--- src/rtl/arg_regs_avalon.sv ---
// Avalon-MM argument/command/status register block fronting an accelerator.
// Define ARG_REGS_CYCLE_COUNT_EN to build the RUN-cycle counter at address 2.
module arg_regs_avalon #(
    parameter int unsigned N_ARGIN  = 4,
    parameter int unsigned N_ARGOUT = 4
) (
    input  logic                     clk,
    input  logic                     reset_n,
    input  logic [3:0]               avs_address,
    input  logic                     avs_read,
    input  logic                     avs_write,
    input  logic [31:0]              avs_writedata,
    output logic [31:0]              avs_readdata,
    output logic                     avs_readdatavalid,
    output logic                     avs_waitrequest,
    output logic                     accel_enable,
    input  logic                     accel_done,
    output logic [32*N_ARGIN-1:0]    argin_flat,
    input  logic [32*N_ARGOUT-1:0]   argout_flat,
    output logic                     irq
);

    localparam int unsigned DW          = 32;
    localparam int unsigned ARGIN_BASE  = 4;
    localparam int unsigned ARGOUT_BASE = 8;
    localparam logic [3:0]  ADDR_CMD    = 4'd0;
    localparam logic [3:0]  ADDR_STATUS = 4'd1;
`ifdef ARG_REGS_CYCLE_COUNT_EN
    localparam logic [3:0]  ADDR_CYCLES = 4'd2;
`endif

    typedef enum logic [1:0] {
        IDLE = 2'd0,
        RUN  = 2'd1,
        DONE = 2'd2
    } state_t;

    state_t state;
    state_t state_nxt;

    logic [N_ARGIN-1:0][DW-1:0]  argin_q;
    logic [N_ARGOUT-1:0][DW-1:0] argout_q;
    logic                        done_q;
    logic                        err_q;
    logic [DW-1:0]               rd_data_c;

    // Register-access decode
    logic wr_cmd_c;
    logic wr_status_c;
    logic wr_argin_c;
    logic cmd_start_c;
    logic cmd_abort_c;

    // Control strobes from the FSM output process
    logic capture_c;
    logic set_done_c;
    logic clr_done_c;
    logic set_err_c;
    logic clr_err_c;

    assign wr_cmd_c    = avs_write && (avs_address == ADDR_CMD);
    assign wr_status_c = avs_write && (avs_address == ADDR_STATUS);
    assign wr_argin_c  = avs_write && (avs_address >= 4'(ARGIN_BASE))
                         && (avs_address < 4'(ARGIN_BASE + N_ARGIN));
    assign cmd_start_c = wr_cmd_c && avs_writedata[0];
    assign cmd_abort_c = wr_cmd_c && avs_writedata[1];

    assign avs_waitrequest = 1'b0;
    assign irq             = done_q;
    assign argin_flat      = argin_q;

    // FSM state register
    always_ff @(posedge clk) begin
        if (!reset_n) begin
            state <= IDLE;
        end else begin
            state <= state_nxt;
        end
    end

    // FSM next-state logic; abort in RUN takes precedence over a completion pulse
    always_comb begin
        state_nxt = state;
        case (state)
            IDLE: begin
                if (cmd_start_c) state_nxt = RUN;
            end
            RUN: begin
                if (cmd_abort_c)     state_nxt = IDLE;
                else if (accel_done) state_nxt = DONE;
            end
            DONE: begin
                if (cmd_start_c)                             state_nxt = RUN;
                else if (wr_status_c && avs_writedata[1])    state_nxt = IDLE;
            end
            default: state_nxt = IDLE;
        endcase
    end

    // FSM output strobes
    always_comb begin
        capture_c  = 1'b0;
        set_done_c = 1'b0;
        clr_done_c = 1'b0;
        set_err_c  = 1'b0;
        clr_err_c  = wr_status_c && avs_writedata[2];
        case (state)
            RUN: begin
                set_err_c  = cmd_start_c || wr_argin_c;
                capture_c  = accel_done && !cmd_abort_c;
                set_done_c = accel_done && !cmd_abort_c;
            end
            default: begin
                clr_done_c = cmd_start_c;
            end
        endcase
        if (wr_status_c && avs_writedata[1]) clr_done_c = 1'b1;
    end

    // Status flags and run enable; a done set beats a coincident clear
    always_ff @(posedge clk) begin
        if (!reset_n) begin
            done_q       <= 1'b0;
            err_q        <= 1'b0;
            accel_enable <= 1'b0;
        end else begin
            accel_enable <= (state_nxt == RUN);
            if (set_done_c)      done_q <= 1'b1;
            else if (clr_done_c) done_q <= 1'b0;
            if (set_err_c)       err_q  <= 1'b1;
            else if (clr_err_c)  err_q  <= 1'b0;
        end
    end

    // ArgIn registers are writable only outside RUN; ArgOut captured on completion
    always_ff @(posedge clk) begin
        if (!reset_n) begin
            argin_q  <= '0;
            argout_q <= '0;
        end else begin
            if (wr_argin_c && (state != RUN)) begin
                for (int i = 0; i < N_ARGIN; i++) begin
                    if (avs_address == 4'(ARGIN_BASE + i)) argin_q[i] <= avs_writedata;
                end
            end
            if (capture_c) argout_q <= argout_flat;
        end
    end

`ifdef ARG_REGS_CYCLE_COUNT_EN
    logic [DW-1:0] cycles_q;

    // Saturating RUN-cycle counter, restarted on each entry to RUN
    always_ff @(posedge clk) begin
        if (!reset_n) begin
            cycles_q <= '0;
        end else if ((state != RUN) && (state_nxt == RUN)) begin
            cycles_q <= '0;
        end else if ((state == RUN) && (cycles_q != '1)) begin
            cycles_q <= cycles_q + 32'd1;
        end
    end
`endif

    // Read mux over current (pre-write) register values
    always_comb begin
        rd_data_c = '0;
        case (avs_address)
            ADDR_STATUS: rd_data_c = {29'b0, err_q, done_q, (state == RUN)};
`ifdef ARG_REGS_CYCLE_COUNT_EN
            ADDR_CYCLES: rd_data_c = cycles_q;
`endif
            default: rd_data_c = '0;
        endcase
        for (int i = 0; i < N_ARGIN; i++) begin
            if (avs_address == 4'(ARGIN_BASE + i)) rd_data_c = argin_q[i];
        end
        for (int i = 0; i < N_ARGOUT; i++) begin
            if (avs_address == 4'(ARGOUT_BASE + i)) rd_data_c = argout_q[i];
        end
    end

    // Fixed one-cycle read response
    always_ff @(posedge clk) begin
        if (!reset_n) begin
            avs_readdata      <= '0;
            avs_readdatavalid <= 1'b0;
        end else begin
            avs_readdatavalid <= avs_read;
            if (avs_read) avs_readdata <= rd_data_c;
        end
    end

endmodule

--- config.mk ---
export PLATFORM = sky130hd
export DESIGN_NAME = arg_regs_avalon
export DESIGN_NICKNAME = d
export VERILOG_FILES = /design/src/rtl/arg_regs_avalon.sv
export SDC_FILE = /design/constraint.sdc
export NUM_CORES = 1
export LEC_CHECK = 0
export BUFFER_PORTS_ARGS = -buffer_cell sky130_fd_sc_hd__buf_4
export CAP_MARGIN = 30
export CORE_ASPECT_RATIO = 0.8
export CORE_MARGIN = 5
export CORE_UTILIZATION = 39
export DETAILED_ROUTE_END_ITERATION = 12
export PLACE_DENSITY = 0.71
export SETUP_SLACK_MARGIN = 0.2
export SLEW_MARGIN = 20
export SYNTH_ARGS = -nofsm -noshare
export SYNTH_HDL_FRONTEND = slang
export SYNTH_SLANG_ARGS = --single-unit
--- constraint.sdc ---
create_clock -name clk -period 1.9 [get_ports clk]
set_input_delay 0 -clock clk [delete_from_list [all_inputs] [get_ports clk]]
set_output_delay 0 -clock clk [all_outputs]
set_load 0.01 [all_outputs]
==> reports/results.ini, run 1 <==
[run_status]
status = complete, no violations

[sta]
setup_tns_ps = 0
rsz0062_at_grt = false
finalMaxSlewViolations = 0
worstMarginPinSlew_ps = 504.3
slew_headroom_pct = 66.03
final_hold_viol_count = 0
period_share_pct = 89.81
setup_viol = 0
clock_skew_ps = 15.29
fmax_mhz = 586.0
min_period_ps = 1706
whs_ps = 232.5

[synth]
ys_seq_area_share_pct = 43.72
ys.flop_type = dfxtp_1
synth_warnings = 0
synthXorXnorAreaFrac_pct = 0
syn_inst = 1650
synthArstFlopShare_pct = 0
synth_top_family_by_area = compound AO/OA/AOI/OAI gates
synth_simple_gate_area_share_pct = 19.39
yosysUniqueCellTypes = 46
synth.area.mux_share_pct = 6.367
syn_area_um2 = 13460
synth-edff-count = 0
synth_compound_area_share_pct = 24.50
synth-adder-area-share_pct = 0
ys_ff_latch = 294
syn_area_per_cell_um2 = 8.159
syn_nets = 1819

[finish]
area_growth_pct = 43.29
final_common_cell = nand2_1
final_cell_mix = 554 x nand2_1, 363 x buf_4, 294 x dfxtp_1
nFillCells = 2903
final_net_count = 2268
drive_gt1_share_pct = 23.27
fin_util_pct = 56.97

[floorplanning]
die_w_um = 217.7
core_area_um2 = 33860
io_pins = 333
floorplan.die_area_um2 = 38360
initial_core_util_pct = 39.76
fp.dieH_um = 176.2
row_count = 60

[route]
routed_wl_um = 51290
drc = 0
routed_via_density = 5.309
avgRoutedWirePerCell_um = 19.81
vias = 13745
drt_pass1_iterations = 5
drtIter0Drc = 1226
antenna_left = 0

[setup_path]
crit_chain = nor2b_2 -> buf_4 -> a32o_1 -> o21ai_0 -> a41oi_1
crit_type = flop to flop
cp_num_buf_inv = 1
critPathRequiredTime_ps = 2310
max_stage_delay_ps = 420
crit_path_start_kind = flop
path_delay_family = compound AO/OA/AOI/OAI gates
critPathSlowestCell = o21ai_0
worstPathMaxFanout = 4
cp.arrival_ps = 2120
endpoint_kind = flop

[clocking]
numCtsBuffers = 31
tritoncts = done
cts_buffer_depth = 3
h-tree-depth = 1
clockRootBuffer = clkbuf_16
clk_pin_slew_ps = 60
clk_latency_ps = 560
clkSinkCount = 294

[power]
total_power_mw = 14.32
ir_worst_vdd_uv = 575.2
leakage_nw = 7.398
power_density_nw_per_um2 = 742.1

[global_routing]
grt-ovfl-total = 0
grt_pass1_wl_um = 77540
grt_max_degree = 85
grtUsageTotal_pct = 25.34
grt_pass1_vias = 13934
antenna_found_initial = 1

[min_path]
min-delay-path-class = primary input to flop

[placed_design]
gp_congestion = 0.9315
dp_hpwl_um = 34010
port_buffers = 331

[job]
cap_viol_max_count = 0

final timing paths:
check	startpoint	endpoint	slack [ps]	cells after the start
setup / recovery	state[0]	avs_readdata[0]	190	5
hold / removal	argout_flat[69]	argout_q[69]	230	4
hold reg to reg	argout_q[66]	argout_q[66]	450	2
setup reg to reg	state[0]	avs_readdata[0]	190	5
flip-flops by register name, indices dropped and copies added (netlist names):
signal,cells
avs_readdatavalid,1
argout_q,128
argin_flat,128
state,2
accel_enable,1
err_q,1
irq,1
avs_readdata,32
cell usage after synthesis, drive strengths merged (2+ instances only):
library cell,n,area share [%]
o22ai,44,2.0
o211ai,2,0.11
o31ai,20,1.4
dfxtp,294,44
mux2i,53,3.9
o21ai,44,1.6
a22oi,28,1.6
a21boi,259,14
a221oi,19,1.2
clkbuf,52,1.4
inv,22,0.61
nor4,2,0.093
a221o,9,0.67
nor2,49,1.4
nand3,8,0.33
nor2b,8,0.37
and2,4,0.19
nor3,5,0.34
nand2b,15,0.70
buf,88,3.9
and3,4,0.19
nand2,555,15
a21oi,23,0.86
o32ai,2,0.13
mux2,29,2.4
a31oi,2,0.093
cell families (layout without fill, tap and decap cells):
logic type             Yosys count  in the layout
AO/OA/AOI/OAI                  456            456
other                            1              2
flip-flops                     294            294
multiplexers                    82             82
AND/OR/NAND/NOR                655            657
buffers and inverters          162            633
repair_timing:
| action | in CTS | in global routing |
|---|---|---|
| pin swaps | 1 | 1 |
| gates resized for setup | 1 | 11 |
| buffers inserted | 0 | 2 |
| endpoints found under the setup margin | 22 | 234 |
| hold buffers | 170 | 0 |
| endpoints found under the hold margin | 278 | 0 |
| gates cloned | 2 | 0 |
worst register-to-register path, stage by stage, from the launching register on:
cell and delay (ps):
dfxtp_1 340, nor2b_2 200, buf_4 170, a32o_1 240, o21ai_0 420, a41oi_1 200
cell type report:
cell class	count	area, um2	share of cell area, %
Antenna cell	1	2.502	0.01297
Clock buffer	45	908.4	4.709
Clock inverter	12	193.9	1.005
Inverter	22	82.58	0.4281
Multi-Input combinational cell	1196	6858	35.55
Sequential cell	294	5886	30.51
Tap cell	465	581.8	3.016
Timing Repair Buffer	554	4777	24.76
layer usage:
metal | vias up | global-route usage, % | routed length (um)
met1 | 6537 | 30.31 | 20010
met5 | - | 0 | 0
met4 | 0 | 9.687 | 2161
li1 | 6497 | - | -
met3 | 132 | 5.606 | 3964
met2 | 579 | 44.57 | 25150
per-stage QoR:
stage | worst slack (ps) | area (um2) | cells
5_1_grt | 203.6 | 19290 | 2589
3_5_place_dp | 146.4 | 16400 | 2357
2_1_floorplan | 551.7 | 13460 | 1650
4_1_cts | 212.1 | 19220 | 2586
3_3_place_gp | 184.3 | 16400 | 2357
6_report | 193.6 | 19290 | 2589
power breakdown:
part	internal, mW	switching [mW]	total, mW	leakage, nW
Combinational	0.790	0.710	1.50	4.49
Clock	3.98	2.56	6.54	0.537
Sequential	6.23	0.0517	6.28	2.37
Total	11.0	3.32	14.3	7.40
(Power assumes the default switching activity.)
==> inputs of run 2 (changes only) <==
CELL_PAD_IN_SITES_DETAIL_PLACEMENT = 1   (was not set)
CELL_PAD_IN_SITES_GLOBAL_PLACEMENT = 1   (was not set)
PLACE_DENSITY = 0.9   (was 0.71)
==> run 2 against run 1 <==
Net effect:
- worst hold slack got worse by 190 ps
- critical path depth rose by 3
- combinational power rose by 3%
- global-route usage rose by 5.1 points
- clock skew rose by 3.0 ps
- final area fell by 0.66%
- die area did not move
- clock power fell by 5.7%
- sequential power barely moved
- via count rose by 4.1%
- total power fell by 2.2%
- largest cell class unchanged
- highest routed layer unchanged
==> reports/results.ini, run 2 (same netlist as run 1, synthesis figures left out) <==
[sta]
fmax_mhz = 603.2  ; +2.9%
rsz0062_at_grt = true
finalMaxSlewViolations = 0  ; unchanged
final_hold_viol_count = 0  ; unchanged
slew_headroom_pct = 53.81  ; -12 points
worstMarginPinSlew_ps = 692.1  ; +187.8 ps
setup_viol = 0  ; unchanged
finalWorstSetupSlack_ps = 242.2  ; +48.57 ps
clock_skew_ps = 18.29  ; +2.996 ps
period_share_pct = 87.25  ; -2.6 points
min_period_ps = 1658  ; -48.57 ps
setup_tns_ps = 0  ; unchanged

[power]
ir_worst_vdd_uv = 569.8  ; -0.94%
leakage_nw = 7.335  ; -0.85%
switchingPower_mw = 3.450  ; +4.0%
clkPwrFrac_pct = 44.1  ; -1.6 points
internal_power_mw = 10.55  ; -4.1%
p_comb_share_pct = 11.0  ; +0.5 points
switching_share_pct = 24.65  ; +1.5 points
p_seq_share_pct = 44.9  ; +1.0 points
power_density_nw_per_um2 = 730.4  ; -1.6%

[clocking]
numCtsBuffers = 31  ; unchanged
h-tree-depth = 1  ; unchanged
clk_latency_ps = 570  ; about the same
tritoncts = done
clockRootBuffer = clkbuf_16
clkSinkCount = 294  ; unchanged
clk_pin_slew_ps = 70  ; about the same
cts_buffer_depth = 3  ; unchanged

[route]
wl_met1_um = 23390  ; +17%
drtIter0Drc = 1332  ; +8.6%
wl_met2_um = 30860  ; +23%
routed_via_density = 5.536  ; +4.3%
wl_met3_um = 4324  ; +9.1%
vias = 14310  ; +4.1%
drt_pass1_iterations = 5  ; unchanged
drc = 0  ; unchanged
routed_wl_um = 61380  ; +20%
antenna_left = 0  ; unchanged
top_layer_used = met4
avgRoutedWirePerCell_um = 23.75  ; +20%

[placed_design]
preCtsSetupSlack_ps = 79.81  ; -66.57 ps
post_dp_cell_area_um2 = 16410  ; +0.11%
dp.cells = 2356  ; -0.042%
dp_hpwl_um = 38310  ; +13%
port_buffers = 331  ; unchanged
gp_congestion = 0.8983  ; -3.6%

[setup_path]
crit_type = primary input to flop
crit_path_start_kind = primary input
endpoint_kind = flop
critPathRequiredTime_ps = 2340  ; +30 ps
crit_chain = dlygate4sd3_1 -> buf_6 -> buf_12 -> buf_4 -> mux2i_1 -> o22ai_1 -> nor2_1 -> o31ai_2
cp.arrival_ps = 2090  ; -30 ps
critPathSlowestCell = dlygate4sd3_1
worstPathMaxFanout = 37  ; +33
max_stage_delay_ps = 540  ; +120 ps

[finish]
final_net_count = 2262  ; -0.26%
multi_input_area_um2 = 6833  ; -0.36%
area_growth_pct = 42.35
fin_cells = 2585  ; -0.15%
drive_gt1_share_pct = 22.98  ; -0.29 points
final_cell_mix = 553 x nand2_1, 363 x buf_4, 294 x dfxtp_1
regArea_um2 = 5886  ; unchanged
stdcell_area_um2 = 19160  ; -0.66%
final_common_cell = nand2_1
fin_util_pct = 56.60  ; -0.38 points
nFillCells = 3956  ; +36%

[floorplanning]
die_w_um = 217.7  ; unchanged
row_count = 60  ; unchanged
core_area_um2 = 33860  ; unchanged
io_pins = 333  ; unchanged
initial_core_util_pct = 39.76  ; unchanged
fp.dieH_um = 176.2  ; unchanged
floorplan.die_area_um2 = 38360  ; unchanged

[global_routing]
grt_pass1_wl_um = 92030  ; +19%
grtUsageTotal_pct = 30.48  ; +5.1 points
grt_pass1_vias = 15561  ; +12%
antenna_found_initial = 4  ; +3
grt_max_degree = 102  ; +20%
grt-ovfl-total = 0  ; unchanged

[min_path]
min-delay-path-class = primary input to flop

[run_status]
status = complete, no violations

[job]
cap_viol_max_count = 0  ; unchanged

-- run 2: cell types whose count changed in the layout (fill, tap and decap cells not counted), moves of 2 or more --
cell and change:
nor2b_2 -3, buf_6 -4, diode_2 +4, clkinv_2 +3
bufinv_16 -3, dlygate4sd3_1 -2, clkinvlp_4 -2, nor2b_1 +4
-- run 2: path summary, 6_finish.rpt --
check                                     from          endpoint  slack [ps]  cells past startpoint
worst min-delay path            avs_address[2]             err_q          40                      5
worst max-delay path            avs_address[1]  avs_readdata[22]         240                      8
worst max register to register        state[1]   argin_flat[120]         260                      7
worst min register to register    argout_q[72]      argout_q[72]         460                      2
-- run 2: cell type report --
class / instances / share of cell area [%]
Multi-Input combinational cell: 1194 / 35.66
Sequential cell: 294 / 30.72
Timing Repair Buffer: 550 / 24.86
Clock buffer: 45 / 4.688
Tap cell: 465 / 3.036
Clock inverter: 10 / 0.5420
Inverter: 22 / 0.4310
Antenna cell: 5 / 0.06530
-- run 2: power by group through the flow --
stage	clock, mW	combinational (mW)	sequential (mW)
finish	6.17	1.54	6.29
global route	6.47	1.62	6.29
CTS	6.16	1.49	6.28
detailed placement	0	1.20	6.42
global placement	0	1.17	6.42
floorplan	0	0.536	6.43
-- run 2: through the flow --
step	power, mW	hold WS, ps
after floorplan	6.963	134.8
after CTS	13.93	1.777
after global placement	7.584	254.0
final	14.00	40.69
after detailed placement	7.615	260.8
after global routing	14.38	104.2
-- run 2: metal layers --
metal,up-vias,global-route usage [%]
met3,158,5.760
met2,646,54.98
met1,7027,35.64
met5,-,0
met4,0,12.42
li1,6479,-
-- run 2: timing repair --
action,in CTS,in global routing
resized for setup,0,6
hold endpoints to repair,275,0
setup endpoints to repair,0,40
buffers inserted,0,0
hold buffers,168,0
-- run 2: worst max-delay path: cells and delay by family --
kind	cells	cell delay (ps)
mux	1	340
compound gates	2	230
simple gates	1	170
buf+inv	4	1310
